**src/rtl/light_timer_pkg.sv**
```systemverilog
// Shared encodings and default tick constants for the light-controller interval timer.
package light_timer_pkg;

    typedef enum logic [1:0] {
        S_IDLE    = 2'd0,
        S_RUN     = 2'd1,
        S_EXPIRED = 2'd2
    } state_t;

    localparam int DEF_TSE_TICKS   = 2;
    localparam int DEF_SHORT_TICKS = 5;
    localparam int DEF_LONG_TICKS  = 20;
    localparam int DEF_PRESCALE    = 4;

    function automatic logic reached(input int unsigned ticks, input int unsigned thr);
        return ticks >= thr;
    endfunction

endpackage

```
**src/rtl/light_timer_tick_gen.sv**
```systemverilog
// Down-counting prescaler: tick pulses once every PRESCALE clocks; clr restarts the phase.
module tick_gen #(
    parameter int PRESCALE = 4
) (
    input  logic Clk,
    input  logic reset,
    input  logic clr,
    output logic tick
);
    localparam int PW = (PRESCALE > 1) ? $clog2(PRESCALE) : 1;

    logic [PW-1:0] phase_q;
    logic [PW-1:0] phase_d;

    always_comb begin
        tick    = (phase_q == '0);
        phase_d = phase_q - PW'(1);
        // clr reloads so the first tick lands PRESCALE clocks after it
        if (clr || tick) begin
            phase_d = PW'(PRESCALE - 1);
        end
    end

    always_ff @(posedge Clk or posedge reset) begin
        if (reset) begin
            phase_q <= '0;
        end else begin
            phase_q <= phase_d;
        end
    end

endmodule

```
**src/rtl/light_timer.sv**
```systemverilog
// Dwell-time timer for the light controller: ST restarts, TSE/TS/TL flag elapsed ticks.
// Optional prescaler enabled by defining TIMER_PRESCALE_EN.
module light_timer
    import light_timer_pkg::*;
#(
    parameter int TSE_TICKS   = DEF_TSE_TICKS,
    parameter int SHORT_TICKS = DEF_SHORT_TICKS,
    parameter int LONG_TICKS  = DEF_LONG_TICKS,
    parameter int PRESCALE    = DEF_PRESCALE
) (
    input  logic Clk,
    input  logic reset,
    input  logic ST,
    output logic TSE,
    output logic TS,
    output logic TL,
    output logic Busy
);
    localparam int CNT_W = $clog2(LONG_TICKS + 1);

    if (TSE_TICKS < 1 || TSE_TICKS >= SHORT_TICKS || SHORT_TICKS >= LONG_TICKS
        || PRESCALE < 2) begin : g_param_check
        $error("light_timer: illegal tick parameters");
    end

    logic tick;

`ifdef TIMER_PRESCALE_EN
    tick_gen #(
        .PRESCALE(PRESCALE)
    ) u_tick_gen (
        .Clk  (Clk),
        .reset(reset),
        .clr  (ST),
        .tick (tick)
    );
`else
    assign tick = 1'b1;
`endif

    state_t           state_q, state_d;
    logic [CNT_W-1:0] count_q, count_d;
    logic [CNT_W-1:0] cnt_inc;
    logic             tse_q, tse_d;
    logic             ts_q, ts_d;
    logic             tl_q, tl_d;

    always_comb begin
        state_d = state_q;
        count_d = count_q;
        tse_d   = tse_q;
        ts_d    = ts_q;
        tl_d    = tl_q;
        cnt_inc = count_q + CNT_W'(1);
        if (ST) begin
            state_d = S_RUN;
            count_d = '0;
            tse_d   = 1'b0;
            ts_d    = 1'b0;
            tl_d    = 1'b0;
        end else if (state_q == S_RUN && tick) begin
            // Only RUN advances, so count saturates at LONG_TICKS via EXPIRED
            count_d = cnt_inc;
            tse_d   = reached(32'(cnt_inc), TSE_TICKS);
            ts_d    = reached(32'(cnt_inc), SHORT_TICKS);
            tl_d    = reached(32'(cnt_inc), LONG_TICKS);
            if (cnt_inc >= CNT_W'(LONG_TICKS)) begin
                state_d = S_EXPIRED;
            end
        end
    end

    always_ff @(posedge Clk or posedge reset) begin
        if (reset) begin
            state_q <= S_IDLE;
            count_q <= '0;
            tse_q   <= 1'b0;
            ts_q    <= 1'b0;
            tl_q    <= 1'b0;
        end else begin
            state_q <= state_d;
            count_q <= count_d;
            tse_q   <= tse_d;
            ts_q    <= ts_d;
            tl_q    <= tl_d;
        end
    end

    assign TSE  = tse_q;
    assign TS   = ts_q;
    assign TL   = tl_q;
    assign Busy = (state_q == S_RUN);

endmodule

```
**config.mk**
```make
export PLATFORM = sky130hd
export DESIGN_NAME = light_timer
export DESIGN_NICKNAME = d
export VERILOG_FILES = /design/src/rtl/light_timer_pkg.sv /design/src/rtl/light_timer_tick_gen.sv /design/src/rtl/light_timer.sv
export SDC_FILE = /design/constraint.sdc
export NUM_CORES = 1
export LEC_CHECK = 0
export BUFFER_PORTS_ARGS = -buffer_cell sky130_fd_sc_hd__buf_4
export CORE_AREA = 5 5 42 44
export CTS_CLUSTER_SIZE = 24
export DETAILED_ROUTE_END_ITERATION = 7
export DIE_AREA = 0 0 47 49
export PLACE_DENSITY = 0.68
export SLEW_MARGIN = 0
export SYNTH_ARGS = -nofsm -noshare
export SYNTH_HDL_FRONTEND = slang
export SYNTH_SLANG_ARGS = --single-unit
```
**constraint.sdc**
```tcl
create_clock -name Clk -period 1.4 [get_ports Clk]
set_input_delay 0.28 -clock Clk [delete_from_list [all_inputs] [get_ports Clk]]
set_output_delay 0.28 -clock Clk [all_outputs]
set_load 0.05 [all_outputs]
```
### After elaboration in Yosys (flattened, before gate mapping)

Cells that the tools add are included.
Widths: inputs -> output; s select.

* register bits after elaboration: 10
* bits in latches: 0
* memory bits (writable): 0
* ROM bits: 0
* input bits: 3
* logic and storage cells: 25
* memories: 0

* add/subtract/negate cells: 1
* multiply operators: 0
* div/mod/pow operators: 0
* magnitude comparators: 4
* equality and inequality tests: 1
* shift-type cells: 0
* muxes and demuxes: 11
* bitwise logic cells: 0
* reductions and logical operators: 3

Operator list (count)
* $ge 5x5->1 const B: 2
* $mux 5: 2
* $mux 1: 6
* $mux 2: 3
* $add 5x1->5 const B: 1
* $ge 5x2->1 const B: 1
* $ge 5x3->1 const B: 1
* $reduce_bool 2->1: 2
* $eq 2x1->1 const B: 1
* $reduce_and 2->1: 1

### Longest topological paths before layout

Gate-level depths: netlist of the first run.

* depth after elaboration: 5
* depth in mapped cells: 4
* mapped depth without buffers: 4

### Worst setup path before layout of the first run

Ideal clock, no wire load.

* path type: register to register
* start: register count_q[0]
* end: register tl_q (netlist: TL)
* arrival time: 1.271 ns
* path slack: -0.032 ns
* cell stages (with the launch flop): 5
* period minus slack after synthesis: 1.432 ns
* cells stage by stage: dfrtp_1 ha_1 or3_4 o211ai_2 a311oi_1

* cells in the longest elaborated chain, start to end: 4

Ends and longest elaborated chain
* start: declaration: RTL line light_timer.sv:42 `logic [CNT_W-1:0] count_q, count_d;`
* start signal: assignment: RTL line light_timer.sv:82 `count_q <= count_d;`
* $add 5x1->5: RTL line light_timer.sv:54 `cnt_inc = count_q + CNT_W'(1);`
* $ge 5x5->1: RTL line light_timer_pkg.sv:16 `return ticks >= thr;`
* $mux 1: RTL line light_timer.sv:61 `end else if (state_q == S_RUN && tick) begin`
* $mux 1: RTL line light_timer.sv:55 `if (ST) begin`
* end signal: assignment: RTL line light_timer.sv:85 `tl_q <= tl_d;`
* end: declaration: RTL line light_timer.sv:46 `logic tl_q, tl_d;`

No other way between the ends. The select of a mux whose other input is x is not followed.
A chain may end at the register's enable or synchronous reset.

### Final worst setup path of the first run

Same ends and word-level chain as after synthesis.

==> results of run 1 <==
## worst paths after layout
kind | end | cells past startpoint | from | slack, ns
worst max-delay path | TL | 4 | count_q[0] | 0.05
worst min-delay path | state_q[1] | 2 | reset | -0.02
worst max register to register | TL | 4 | count_q[0] | 0.05
worst min register to register | TL | 2 | TL | 0.58
max in group asynchronous | count_q[0] | 2 | reset | 1.11
min in group Clk | TL | 2 | ST | 0.25
## per-stage QoR
stage	setup WS, ns	instances	TNS [ns]	util (%)
3_3_place_gp	0.0201	87	0	48.6
4_1_cts	0.00108	92	0	52.3
3_5_place_dp	0.00652	87	0	48.6
6_report	0.0519	93	0	53.9
5_1_grt	-0.00725	93	-0.00949	53.9
2_1_floorplan	0.0212	65	0	-
## cell type report
cell class                 count  area, um2
multi-input combinational     48        342
sequential                    10        253
fill                         136        646
clock buffer                   4       36.3
timing repair buffer          11       86.3
inverter                       4       18.8
tap                           16       20.0
## power breakdown
group          leakage [nW]  internal [mW]  switching, mW
combinational         0.191         0.0467         0.0673
sequential            0.129          0.302         0.0166
clock                0.0210          0.158          0.101
total                 0.341          0.507          0.185
## kinds of logic (layout without fill, tap and decap cells)
family          Yosys count  after routing
compound gates           20             20
xor+xnor                  2              2
fa+ha+maj                 3              3
buf+inv                   7             19
flops                    10             10
simple gates             23             23
## repair_timing
item,in CTS,in global routing
endpoints found under the setup margin,1,7
pin swaps,0,0
gates resized for setup,3,4
setup buffers,1,1
## layer usage
metal / routed length [um] / track usage [%] / share of wire (%)
met1: 545 / 14.6 / 45
met2: 568 / 16.7 / 47
met3: 76 / 5.54 / 6.3
met4: 11 / 2.76 / 0.92
met5: 0 / 0 / 0
## critical path, stage by stage (launching register included)
cell and delay (ns):
dfrtp_2 0.45, ha_4 0.20, or3_4 0.37, o211ai_2 0.10, a311oi_1 0.11
## cells in the final DEF (no fill, tap or decap), drive strengths merged, types with 2 or more instances in the layout
master,Yosys,routed
a21oi,7,7
a311oi,3,3
a31o,2,2
buf,3,11
clkbuf,0,4
dfrtp,10,10
ha,3,3
inv,4,3
nand2,6,6
nand3,2,2
nor2,6,6
o21ai,2,2
or3,3,3
xor2,2,2
## flip-flops by register name (all words and copies together) (netlist names)
name     cells
TL           1
TS           1
TSE          1
count_q      5
state_q      2
==> impl_metrics.env, run 1 <==
export IMPL_holdCritPathClass="input port to async pin"
export IMPL_yosysMostFrequentCell="dfrtp_1"
export IMPL_synthArstFlopShare_pct=100
export IMPL_criticalPathCategory="register to register"
export IMPL_power_mw=0.692
export IMPL_synth_xor_area_share_pct=2.86
export IMPL_wirelength_um=1200
export IMPL_power_density_nw_per_um2=916
export IMPL_clock_path_buffers=2
export IMPL_die_width_um=47
export IMPL_synth_fp_nets=71
export IMPL_layout_min_cycle_time_ns=1.35
export IMPL_dieHeight_um=49
export IMPL_ir_drop_mv=0.583
export IMPL_synth_top_family_by_area="compound AO/OA/AOI/OAI gates"
export IMPL_finalSetupViolCount=0
export IMPL_avgViaCountPerCell=5.42
export IMPL_fmax_mhz=742
export IMPL_holdWs_ns=-0.0155
export IMPL_clk_insertion_delay_late_ns=0.27
export IMPL_drive_gt1_share_pct=36.4
export IMPL_avgSynthCellArea_um2=9.43
export IMPL_synthMuxAreaShare_pct=0
export IMPL_place_congestion=0.762
export IMPL_clk_pin_slew_ns=0.07
export IMPL_stdcell_area_um2=756
export IMPL_endpoint_kind="register"
export IMPL_fin_skew_ns=0.00733
export IMPL_cts_tree="built"
export IMPL_ctsHoldBuffers=0
export IMPL_hpwl_um=884
export IMPL_outcome="finished with violations"
export IMPL_yosys_warnings=0
export IMPL_syn_inst=65
export IMPL_nets=84
export IMPL_crit_fanout=8
export IMPL_synth_top_cells_by_area="dfrtp_1 41%, ha_1 6.1%, a21oi_1 5.7%"
export IMPL_ys_seq_area_share_pct=40.8
export IMPL_antenna_left=0
export IMPL_cts_made_buffers=3
export IMPL_ioPinCount=7
export IMPL_cts_sinks=10
export IMPL_cp_arrival_ns=1.49
export IMPL_drtIter0Drc=4
export IMPL_dieArea_um2=2300
export IMPL_synth_cell_types=28
export IMPL_grt_pass1_wl_um=1950
export IMPL_wl_per_cell_um=12.9
export IMPL_first_pass_iters=5
export IMPL_placed_cell_area_um2=681
export IMPL_num_rows=14
export IMPL_grt_max_degree=11
export IMPL_cp_required_ns=1.54
export IMPL_tightest_slew_ns=0.381
export IMPL_period_share_pct=96.3
export IMPL_core_um2=1400
export IMPL_cts_root_buffer="clkbuf_4"
export IMPL_antenna_found_initial=0
export IMPL_vias=504
export IMPL_initial_core_util_pct=43.7
export IMPL_relSlewSlack_pct=74.5
export IMPL_synth_area_um2=613
export IMPL_h_tree_depth=1
export IMPL_io_buffers=6
export IMPL_maxCapViolCount=0
export IMPL_grt_pass1_vias=454
export IMPL_synth_fa_ha_area_share_pct=6.12
export IMPL_synth_compound_area_share_pct=22.9
export IMPL_synth_edf_count=0
export IMPL_area_growth_pct=23.3
export IMPL_synth_flop_cell="dfrtp_1"
export IMPL_slew_violations=0
export IMPL_yosys_area_share_simple_pct=21.2
export IMPL_synth_top_cell_area_share_pct=40.8
export IMPL_diodes=0
export IMPL_leakage_nw=0.341
export IMPL_ys_ff_latch=10
export IMPL_hold_violations=10
export IMPL_netlist_top_cells_count="10 x dfrtp_1, 7 x a21oi_1, 6 x nand2_1, 6 x nor2_1, 4 x inv_1"
export IMPL_grt_overflow=0
export IMPL_yosysTopAreaCell="dfrtp_1"
export IMPL_violations="hold timing"
export IMPL_drc=0
export IMPL_grt_use_total_pct=11.3
export IMPL_start_kind="register"
No activity file was read; power rests on OpenSTA's default activity.
==> run 2: changes to the inputs <==
- BUFFER_PORTS_ARGS: -buffer_cell sky130_fd_sc_hd__buf_4 -> -buffer_cell sky130_fd_sc_hd__buf_2
==> run 2 against run 1 <==
  * The run still ends with hold timing left
  * Hold slack worse by 0.0083 ns
  * Register-to-register slack hardly changed
  * Sequential power hardly changed
  * Power is 8.3% lower
  * First-iteration DRC count is 130% higher
  * Combinational power is 4% higher
  * Sequential cell count stayed put
  * Count of clock-buffer cells in the layout is 1 lower
  * Critical path depth is 1 lower
  * Highest routed layer unchanged
==> impl_metrics.env, run 2 (synthesis gave the netlist of run 1 again) <==
export IMPL_final_cell_mix="8 x dfrtp_1, 7 x a21oi_1, 6 x nand2_1, 6 x nor2_1"
export IMPL_fmax_mhz=736
export IMPL_relSlewSlack_pct=73.6
export IMPL_nets=84
export IMPL_tightest_slew_ns=0.395
export IMPL_reg2regPathDepth=4
export IMPL_p_clk_share_pct=31.0
export IMPL_violations="hold timing"
export IMPL_clk_pin_slew_ns=0.07
export IMPL_cts_sinks=10
export IMPL_hpwl_um=904
export IMPL_diodes=0
export IMPL_fin_skew_ns=0.00976
export IMPL_die_width_um=47
export IMPL_leakage_nw=0.332
export IMPL_grt_pass1_wl_um=2000
export IMPL_cts_root_buffer="clkbuf_4"
export IMPL_final_core_util_pct=53.4
export IMPL_grt_overflow=0
export IMPL_place_congestion=0.745
export IMPL_drc=0
export IMPL_grt_max_degree=11
export IMPL_seq_power_share_pct=50.5
export IMPL_avgViaCountPerCell=5.35
export IMPL_p_int_mw=0.446
export IMPL_hold_violations=10
export IMPL_cp_required_ns=1.12
export IMPL_holdCritPathClass="input port to async pin"
export IMPL_ir_drop_mv=0.378
export IMPL_initial_core_util_pct=43.7
export IMPL_dieHeight_um=49
export IMPL_power_mw=0.635
export IMPL_start_kind="register"
export IMPL_drive_gt1_share_pct=36.8
export IMPL_ctsHoldBuffers=0
export IMPL_io_buffers=6
export IMPL_layout_min_cycle_time_ns=1.36
export IMPL_reg_top3="count_q: 5 flops, state_q: 2 flops"
export IMPL_antenna_found_initial=0
export IMPL_switching_share_pct=29.7
export IMPL_grt_pass1_vias=445
export IMPL_crit_fanout=8
export IMPL_power_density_nw_per_um2=849
export IMPL_ioPinCount=7
export IMPL_cp_arrival_ns=1.08
export IMPL_h_tree_depth=1
export IMPL_grt_use_total_pct=12.6
export IMPL_stdcell_count=92
export IMPL_antenna_left=0
export IMPL_wirelength_um=1310
export IMPL_drtIter0Drc=9
export IMPL_rsz0062_at_grt="yes"
export IMPL_cts_tree="built"
export IMPL_clock_path_buffers=2
export IMPL_holdWs_ns=-0.0237
export IMPL_outcome="finished with violations"
export IMPL_mostFrequentLayoutCell="dfrtp_1"
export IMPL_regMostFlops="count_q"
export IMPL_cts_made_buffers=3
export IMPL_criticalPathCategory="register to primary output"
export IMPL_largest_register_ffs=5
export IMPL_wl_per_cell_um=14.2
export IMPL_clk_insertion_delay_late_ns=0.27
export IMPL_endpoint_kind="primary output"
export IMPL_period_share_pct=97.1
export IMPL_area_growth_pct=22.0
export IMPL_num_rows=14
export IMPL_vias=492
export IMPL_maxCapViolCount=0
export IMPL_core_um2=1400
export IMPL_p_comb_share_pct=18.5
export IMPL_dieArea_um2=2300
export IMPL_finalSetupViolCount=0
export IMPL_slew_violations=0
export IMPL_dp_cells=87
export IMPL_netSwitchingPower_mw=0.188
export IMPL_first_pass_iters=4
## run 2: changes by cell type in the layout (fill, tap and decap cells not counted), sizes merged
cell      previous run  this run
clkinvlp             1         0
clkbuf               4         3
inv                  3         4
## run 2: worst max-delay path, cell delays in order (launching register included)
cell and delay, ns:
dfrtp_1 0.39, nand2b_4 0.19, inv_2 0.08, buf_8 0.14
## run 2: worst paths after layout
path	startpoint	end	slack (ns)
max	state_q[1]	Busy	0.04
min	reset	TS	-0.02
max in group asynchronous	reset	count_q[0]	1.11
min in group Clk	ST	count_q[1]	0.31
max reg2reg	count_q[1]	TL	0.05
min reg2reg	TS	TS	0.57
## run 2: layout make-up
type | instances | area (um2)
Clock buffer | 3 | 22.5
Tap cell | 16 | 20.0
Inverter | 4 | 15.0
Multi-Input combinational cell | 48 | 360
Fill cell | 140 | 653
Sequential cell | 10 | 253
Timing Repair Buffer | 11 | 77.6
## run 2: repair_timing
action,CTS,global route
setup buffers,1,1
pin swaps,0,3
endpoints found under the setup margin,2,6
resized for setup,2,9
## run 2: power by group through the flow
stage | logic [mW] | clock network (mW) | registers, mW
2_1_floorplan | 0.0602 | 0 | 0.340
3_3_place_gp | 0.106 | 0 | 0.321
3_5_place_dp | 0.108 | 0 | 0.322
4_1_cts | 0.108 | 0.204 | 0.317
5_1_grt | 0.130 | 0.230 | 0.323
6_report | 0.118 | 0.197 | 0.320
## run 2: per-stage QoR
step                      area [um2]  setup WS, ns  TNS (ns)
after CTS                        702       -0.0220   -0.0220
after floorplan                  616        0.0212         0
final                            748        0.0413         0
after global routing             748       -0.0109   -0.0248
after detailed placement         666       -0.0151   -0.0151
after global placement           666        0.0239         0
## run 2: metal layers
metal / global-route usage [%] / vias up / share of wire [%]
met5: 0 / - / 0
met3: 7.01 / 9 / 6.2
met4: 6.45 / 0 / 4.8
li1: - / 254 / -
met2: 16.1 / 14 / 43
met1: 16.4 / 215 / 46
==> run 3: changes to the inputs <==
- CORE_AREA: 5 5 42 44 -> not set
- CORE_MARGIN: not set -> 5
- CORE_UTILIZATION: not set -> 42
- DIE_AREA: 0 0 47 49 -> not set
- PLACE_DENSITY: 0.68 -> 0.61
- clock period: 1.4 -> 1.75 ns (I/O delays scaled with it)
==> run 3 against run 2 <==
  * The flow now finishes without violations
  * Sequential share of layout area increased by 3.6 points
  * Global-route usage decreased by 0.56 points
  * Cell count down 5.4%
  * Via count fell by 3.3%
  * Hold slack better by 0.080 ns
  * Non-clock buffer count down 4
  * Utilization decreased by 3.2 points
  * Clock power is 25% lower
  * Critical path type unchanged
  * Largest power group unchanged
==> impl_metrics.env, run 3 (synthesis gave the netlist of run 1 again) <==
export IMPL_dieArea_um2=2320
export IMPL_clk_pin_slew_ns=0.06
export IMPL_die_width_um=48.2
export IMPL_cp_arrival_ns=1.20
export IMPL_clk_insertion_delay_late_ns=0.26
export IMPL_wl_per_cell_um=12.9
export IMPL_h_tree_depth=1
export IMPL_cp_top_family="flip-flops"
export IMPL_drtIter0Drc=6
export IMPL_fin_skew_ns=0.00392
export IMPL_holdCritPathClass="input port to async pin"
export IMPL_tns_ns=0
export IMPL_hold_violations=0
export IMPL_nets=80
export IMPL_hpwl_um=844
export IMPL_grt_use_total_pct=12.0
export IMPL_power_density_nw_per_um2=714
export IMPL_largest_register_ffs=5
export IMPL_wirelength_um=1120
export IMPL_criticalPathCategory="register to primary output"
export IMPL_layout_min_cycle_time_ns=1.55
export IMPL_leakage_nw=0.309
export IMPL_period_share_pct=88.7
export IMPL_vias=476
export IMPL_grt_overflow=0
export IMPL_rsz0062_at_grt="no"
export IMPL_antenna_found_initial=0
export IMPL_ctsHoldBuffers=0
export IMPL_maxCapViolCount=0
export IMPL_reg_top3="count_q: 5 flops, state_q: 2 flops"
export IMPL_slowest_delay_ns=0.41
export IMPL_area_growth_pct=9.18
export IMPL_antenna_left=0
export IMPL_place_congestion=0.770
export IMPL_fillers=124
export IMPL_ir_drop_mv=0.382
export IMPL_path_buf_inv=2
export IMPL_tightest_slew_ns=0.378
export IMPL_dieHeight_um=48.2
export IMPL_crit_slowest_cell="dfrtp_1"
export IMPL_mostFrequentLayoutCell="dfrtp_1"
export IMPL_cts_setup_buffers=0
export IMPL_crit_fanout=8
export IMPL_cts_tree="built"
export IMPL_first_pass_iters=2
export IMPL_reg2reg_setup_slack_ns=0.26
export IMPL_crit_chain="nand2b_4 -> inv_1 -> buf_2"
export IMPL_cts_sinks=10
export IMPL_grt_max_degree=11
export IMPL_avgViaCountPerCell=5.47
export IMPL_cp_required_ns=1.40
export IMPL_dp_cells=84
export IMPL_drc=0
export IMPL_endpoint_kind="primary output"
export IMPL_grt_pass1_wl_um=1960
export IMPL_stdcell_count=87
export IMPL_fmax_mhz=644
export IMPL_final_cell_mix="10 x dfrtp_1, 7 x a21oi_1, 6 x nand2_1, 6 x nor2_1, 6 x buf_2"
export IMPL_initial_core_util_pct=46.0
export IMPL_regMostFlops="count_q"
export IMPL_outcome="finished, final reports clean"
export IMPL_drive_gt1_share_pct=25.0
export IMPL_relSlewSlack_pct=74.7
export IMPL_finalSetupViolCount=0
export IMPL_grt_pass1_vias=447
export IMPL_num_rows=13
export IMPL_ioPinCount=7
export IMPL_cts_resized=0
export IMPL_diodes=0
export IMPL_cts_root_buffer="clkbuf_4"
export IMPL_core_um2=1330
export IMPL_slew_violations=0
export IMPL_cts_made_buffers=3
export IMPL_start_kind="register"
export IMPL_clock_path_buffers=2
export IMPL_io_buffers=6
[run 3: cell count changes in the layout (fill, tap and decap cells not counted), sizes merged]
cell | before | now
buf | 11 | 7
[run 3: worst paths after layout]
| kind | start | end | depth (start not counted) |
|---|---|---|---|
| max | state_q[1] | Busy | 3 |
| min | reset | state_q[0] | 2 |
| max reg2reg | count_q[0] | state_q[0] | 4 |
| min reg2reg | TS | TS | 2 |
| max in group asynchronous | reset | count_q[0] | 2 |
| min in group Clk | ST | TSE | 2 |
[run 3: worst reg2reg max path, delay by kind of cell (launching register included)]
kind | cells | cell delay (ns)
flops | 1 | 0.45
compound gates | 2 | 0.28
simple gates | 1 | 0.40
fa+ha+maj | 1 | 0.32
[run 3: layer usage]
| layer | vias up | track usage [%] | part of all wire [%] |
|---|---|---|---|
| met4 | 0 | 1.61 | 0 |
| met1 | 216 | 16.6 | 51 |
| met3 | 0 | 5.54 | 7.0 |
| met2 | 9 | 17.4 | 42 |
| li1 | 251 | - | - |
| met5 | - | 0 | 0 |
[run 3: where the power goes]
part	internal, mW	leakage, nW	total (mW)	switching [mW]
Clock	0.0789	0.0138	0.148	0.0687
Sequential	0.242	0.130	0.255	0.0135
Combinational	0.0262	0.164	0.0746	0.0484
[run 3: area by class of cell]
cell class              instances  area [um2]  area share [%]
clock buffers                   3        22.5            3.36
inverters                       4        15.0            2.24
multi-input cells              48         325            48.6
flip-flops and latches         10         250            37.4
well taps                      15        18.8            2.80
repair buffers                  7        37.5            5.61
[run 3: per-stage QoR]
step	area, um2	worst slack [ns]	hold slack [ns]	utilization [%]	total power, mW
final	669	0.198	0.0561	50.2	0.478
after floorplan	613	0.318	0.190	-	0.320
after detailed placement	647	0.263	0.349	48.5	0.336
after global routing	669	0.132	0.0817	50.2	0.510
after global placement	647	0.294	0.347	48.5	0.334
after CTS	669	0.175	0.0650	50.2	0.490
